--- src/rtl/serial_add_pkg.sv ---
// Shared definitions for the bit-serial adder slice.
//   state_t  : sequencing FSM states (IDLE, RUN, DONE)
//   req_id_t : requester identifier (two requesters -> 1 bit)
//   DEF_W    : default operand/sum width
//   maj3     : carry function of a full adder
package serial_add_pkg;

  localparam int unsigned DEF_W = 8;

  typedef enum logic [1:0] {
    IDLE,
    RUN,
    DONE
  } state_t;

  typedef logic req_id_t;

  function automatic logic maj3(input logic x, input logic y, input logic z);
    return (x & y) | (x & z) | (y & z);
  endfunction

endpackage

--- src/rtl/serial_fa_bit.sv ---
// Bit-serial full adder: one sum bit per enabled cycle, carry kept in a flop.
// Ports:
//   clk, reset : clock and asynchronous active-low reset
//   clr        : clear the carry flop (wins over en)
//   en         : advance one bit (update the carry flop)
//   a, b       : current operand bits
//   s          : combinational sum bit of a, b and the stored carry
//   carry      : stored carry (carry out of the last processed bit)
module serial_fa_bit
  import serial_add_pkg::*;
(
  input  logic clk,
  input  logic reset,
  input  logic clr,
  input  logic en,
  input  logic a,
  input  logic b,
  output logic s,
  output logic carry
);

  assign s = a ^ b ^ carry;

  always_ff @(posedge clk or negedge reset) begin
    if (!reset) begin
      carry <= 1'b0;
    end else if (clr) begin
      carry <= 1'b0;
    end else if (en) begin
      carry <= maj3(a, b, carry);
    end
  end

endmodule

--- src/rtl/serial_add_arb.sv ---
// Two-requester round-robin front end for one shared bit-serial adder.
// An accepted operand pair is added LSB-first over W cycles; the W-bit sum,
// carry-out and owner ID are then offered on a valid/ready response channel.
// Ports:
//   clk, reset                     : clock, asynchronous active-low reset
//   req0_valid/ready, req0_a/b     : requester 0 operand handshake
//   req1_valid/ready, req1_a/b     : requester 1 operand handshake
//   resp_valid/ready               : result handshake
//   resp_id, resp_sum, resp_cout   : result owner, (A+B) mod 2^W, carry out
//   busy                           : high while an operation is in RUN or DONE
module serial_add_arb
  import serial_add_pkg::*;
#(
  parameter int unsigned W = DEF_W
) (
  input  logic         clk,
  input  logic         reset,
  input  logic         req0_valid,
  output logic         req0_ready,
  input  logic [W-1:0] req0_a,
  input  logic [W-1:0] req0_b,
  input  logic         req1_valid,
  output logic         req1_ready,
  input  logic [W-1:0] req1_a,
  input  logic [W-1:0] req1_b,
  output logic         resp_valid,
  input  logic         resp_ready,
  output logic         resp_id,
  output logic [W-1:0] resp_sum,
  output logic         resp_cout,
  output logic         busy
);

  localparam int unsigned CW = (W > 2) ? $clog2(W) : 1;

  state_t        state;
  req_id_t       last;
  req_id_t       grant;
  logic [W-1:0]  a_sh;
  logic [W-1:0]  b_sh;
  logic [W-1:0]  sum_r;
  logic [CW-1:0] cnt;
  logic          accept;
  logic          run_en;
  logic          last_bit;
  logic          fa_s;
  logic          fa_carry;

  // Round-robin: a lone requester always wins; on a tie the one not served
  // last wins. Dropping valid while not granted leaves 'last' untouched.
  always_comb begin
    grant = ~last;
    if (req0_valid && !req1_valid) begin
      grant = 1'b0;
    end else if (req1_valid && !req0_valid) begin
      grant = 1'b1;
    end
  end

  assign req0_ready = (state == IDLE) && (grant == 1'b0) && req0_valid;
  assign req1_ready = (state == IDLE) && (grant == 1'b1) && req1_valid;
  assign accept     = req0_ready | req1_ready;
  assign run_en     = (state == RUN);
  assign last_bit   = (cnt == CW'(W - 1));

  // The carry flop lives in the adder slice; it is cleared on accept so that
  // after the final RUN cycle it holds the carry out of bit W-1.
  serial_fa_bit u_fa (
    .clk   (clk),
    .reset (reset),
    .clr   (accept),
    .en    (run_en),
    .a     (a_sh[0]),
    .b     (b_sh[0]),
    .s     (fa_s),
    .carry (fa_carry)
  );

  assign resp_sum  = sum_r;
  assign resp_cout = fa_carry;

  always_ff @(posedge clk or negedge reset) begin
    if (!reset) begin
      state      <= IDLE;
      last       <= 1'b1;
      a_sh       <= '0;
      b_sh       <= '0;
      sum_r      <= '0;
      cnt        <= '0;
      resp_id    <= 1'b0;
      resp_valid <= 1'b0;
      busy       <= 1'b0;
    end else begin
      case (state)
        IDLE: begin
          if (accept) begin
            a_sh    <= grant ? req1_a : req0_a;
            b_sh    <= grant ? req1_b : req0_b;
            cnt     <= '0;
            resp_id <= grant;
            last    <= grant;
            busy    <= 1'b1;
            state   <= RUN;
          end
        end
        RUN: begin
          a_sh  <= a_sh >> 1;
          b_sh  <= b_sh >> 1;
          sum_r <= {fa_s, sum_r[W-1:1]};
          cnt   <= cnt + 1'b1;
          if (last_bit) begin
            resp_valid <= 1'b1;
            state      <= DONE;
          end
        end
        DONE: begin
          if (resp_ready) begin
            resp_valid <= 1'b0;
            busy       <= 1'b0;
            state      <= IDLE;
          end
        end
        default: state <= IDLE;
      endcase
    end
  end

endmodule

--- config.mk ---
export PLATFORM = sky130hd
export DESIGN_NAME = serial_add_arb
export DESIGN_NICKNAME = d
export VERILOG_FILES = /design/src/rtl/serial_add_pkg.sv /design/src/rtl/serial_fa_bit.sv /design/src/rtl/serial_add_arb.sv
export SDC_FILE = /design/constraint.sdc
export NUM_CORES = 1
export LEC_CHECK = 0
export CELL_PAD_IN_SITES_DETAIL_PLACEMENT = 1
export CELL_PAD_IN_SITES_GLOBAL_PLACEMENT = 1
export CORE_MARGIN = 4
export CORE_UTILIZATION = 32
export DETAILED_ROUTE_END_ITERATION = 16
export PLACE_DENSITY_LB_ADDON = 0.05
export SETUP_SLACK_MARGIN = 0.15
export SYNTH_ARGS = -nofsm -noshare
export SYNTH_HDL_FRONTEND = slang
export SYNTH_SLANG_ARGS = --single-unit
export TNS_END_PERCENT = 100
--- constraint.sdc ---
create_clock -name clk -period 1.45 [get_ports clk]
set_input_delay 0.145 -clock clk [delete_from_list [all_inputs] [get_ports clk]]
set_output_delay 0.145 -clock clk [all_outputs]
set_load 0.02 [all_outputs]
==> flow_summary.toml <==
[layout]
diodes = 0
fillCellCount = 556
drive_above_1_share = 0.259
finish.utilization = 0.540
layout.cells.most_common_list = "nand2_1, clkdlybuf4s50_1, dfrtp_1"
area_delta_synth_final_pct = 60.8
final_common_cell = "nand2_1"
fin_nets = 298

[timing]
grt_setup_unrepaired = "yes"
final_max_slew_viol_count = 0
layout_min_cycle_time_ps = 1510
finalSetupViolCount = 16
finClkSkew_ps = 3.12
hold_viol_final = 0
fmax_ghz = 0.663
max_slew_margin = 0.756
finalWorstSetupSlack_ps = -58.3
worst_pin_slew_ps = 367
period_share = 1.04

[pwr]
peakVddDrop_v = 0.000768
power_w = 0.00548
power_leakage_nw = 1.31
p_per_area_mw_per_mm2 = 1960

[setup_path]
setup.worst_path.start = "state[1]"
worstPathMaxFanout = 10
crit_arrival_ps = 1680
crit_path_end_kind = "flop"
path_class = "flop to flop"
worstPathRequired_ps = 1620
r2r-start = "state[1]"
cp-start-kind = "flop"

[drt]
remaining_drc_errors = 0
firstDrtPassIters = 4
ant_nets = 0
avgViaCountPerCell = 5.03
post_drt_wl_per_cell_um = 15.4
drt-initial-drc-count = 60
wl_mm = 5.07
num_vias = 1655

[clock_network]
cts-root-buf = "clkbuf_8"
hold_buffers = 0
numCtsBuffers = 5
clk_pin_slew_ps = 70
cts.path.max_buffers = 2
tritoncts = "done"
cts.sinks = 34
htree_levels = 2
clk_latency_ps = 280

[synthesis]
synth_adder_area_share = 0.0324
yosysWarnings = 0
synth_nets = 221
ys_ff_latch = 34
synth_cell_type_count = 27
synth_seq_area_share = 0.491
synth_xor_area_frac = 0
synth_area_mm2 = 0.00174
synth_top_family_by_area = "compound AO/OA/AOI/OAI gates"
netlist_instances = 181
syn_area_per_cell_um2 = 9.59
synth_compound_area_frac = 0.205
synthSimpleGateAreaFrac = 0.161
muxShareOfSynthArea = 0.0180

[global_route]
track_usage = 0.161
grt_pass1_vias = 1708
grt_overflow = 0
grt_max_degree = 35
grt_first_pass_wirelength_mm = 8.22
grt_antenna_before_repair = 0

[hold_path]
hp-class = "primary input to asynchronous set/reset pin"

[floorplanning]
core-area_mm2 = 0.00517
die_w_um = 81.7
row_count = 26
dieArea_mm2 = 0.00667
io_pins = 51
die_h_um = 81.7
start_util = 0.336

[placement]
gp_congestion = 0.727
port_buffers = 50
dp_hpwl_mm = 3.46

[job]
maxCapViolCount = 0

[outcome]
violations = "setup timing"
status = "complete, but fails checks"
==> what timing repair did <==
| item | 4_1_cts | 5_1_grt |
|---|---|---|
| setup endpoints to repair | 36 | 23 |
| resized for setup | 48 | 13 |
| pin swaps | 10 | 6 |
| setup buffers | 5 | 7 |
| cloned | 2 | 0 |
==> flip-flops by register name (all words and copies together), names as in the netlist <==
register    cells
busy            1
resp_sum        8
u_fa.carry      1
state           2
cnt             3
last            1
resp_valid      1
a_sh            8
b_sh            8
resp_id         1
==> final cells by class <==
class / instances / area [um2] / share of cell area
clock buffer: 6 / 82.6 / 0.0296
clock inverter: 2 / 12.5 / 0.00448
inverter: 18 / 67.6 / 0.0242
multi-input combinational: 117 / 856 / 0.306
sequential: 34 / 852 / 0.305
tap: 70 / 87.6 / 0.0314
timing repair buffer: 82 / 835 / 0.299
==> cell usage after synthesis, drive strengths merged <==
| cell type | n | area [um2] |
|---|---|---|
| ha | 2 | 25.0 |
| a211oi | 2 | 15.0 |
| mux2 | 1 | 11.3 |
| nand2 | 43 | 161 |
| a21oi | 5 | 25.0 |
| maj3 | 1 | 11.3 |
| a222oi | 1 | 10.0 |
| fa | 1 | 20.0 |
| nor2b | 3 | 18.8 |
| or2 | 1 | 6.26 |
| nand3 | 2 | 10.0 |
| a221oi | 13 | 114 |
| clkbuf | 2 | 7.51 |
| nand2b | 3 | 18.8 |
| dfstp | 1 | 26.3 |
| a31oi | 2 | 12.5 |
| o21ai | 10 | 50.1 |
| dfrtp | 33 | 826 |
| buf | 11 | 85.1 |
| a221o | 13 | 130 |
| nor2 | 11 | 65.1 |
| inv | 18 | 67.6 |
| mux2i | 2 | 20.0 |
==> critical path: stages (launching register included) <==
cell	delay, ps
dfrtp_1	390
or2_4	290
buf_6	140
nor2_8	90
nor2_4	60
buf_12	130
a221o_1	300
==> metal layers <==
layer	wire, um	share of wire	GRT usage
met1	2170	0.43	0.194
met2	2580	0.51	0.279
met3	244	0.048	0.0428
met4	78	0.015	0.0515
met5	0	0	0
==> power breakdown <==
group          switching (W)  internal [W]
combinational        0.00145       0.00159
clock               0.000370      0.000382
sequential          0.000281       0.00141
==> kinds of logic (layout without fill, tap and decap cells) <==
| logic type | Yosys count | after routing |
|---|---|---|
| simple gates | 63 | 63 |
| mux | 3 | 3 |
| fa+ha+maj | 4 | 5 |
| compound gates | 46 | 46 |
| flops | 34 | 34 |
| buf+inv | 31 | 108 |
==> final timing paths <==
path | end | slack [ps] | depth (start not counted)
max reg2reg | a_sh[4] | -60 | 6
min | resp_sum[4] | 240 | 2
max | a_sh[4] | -60 | 6
min reg2reg | resp_sum[0] | 480 | 2
max in group asynchronous | last | 960 | 2
min in group clk | resp_sum[0] | 480 | 2
==> stage by stage <==
stage	hold WS (ps)	TNS [ps]	std cells	setup slack (ps)	area, um2
after floorplan	-151	-386	181	-39.8	1760
after global placement	458	-6900	307	-362	2420
after detailed placement	466	-8310	307	-435	2420
after CTS	241	-540	322	-57.5	2680
after global routing	246	-1360	329	-108	2790
final	237	-581	329	-58.3	2790
Power figures use the tool's default switching activity.
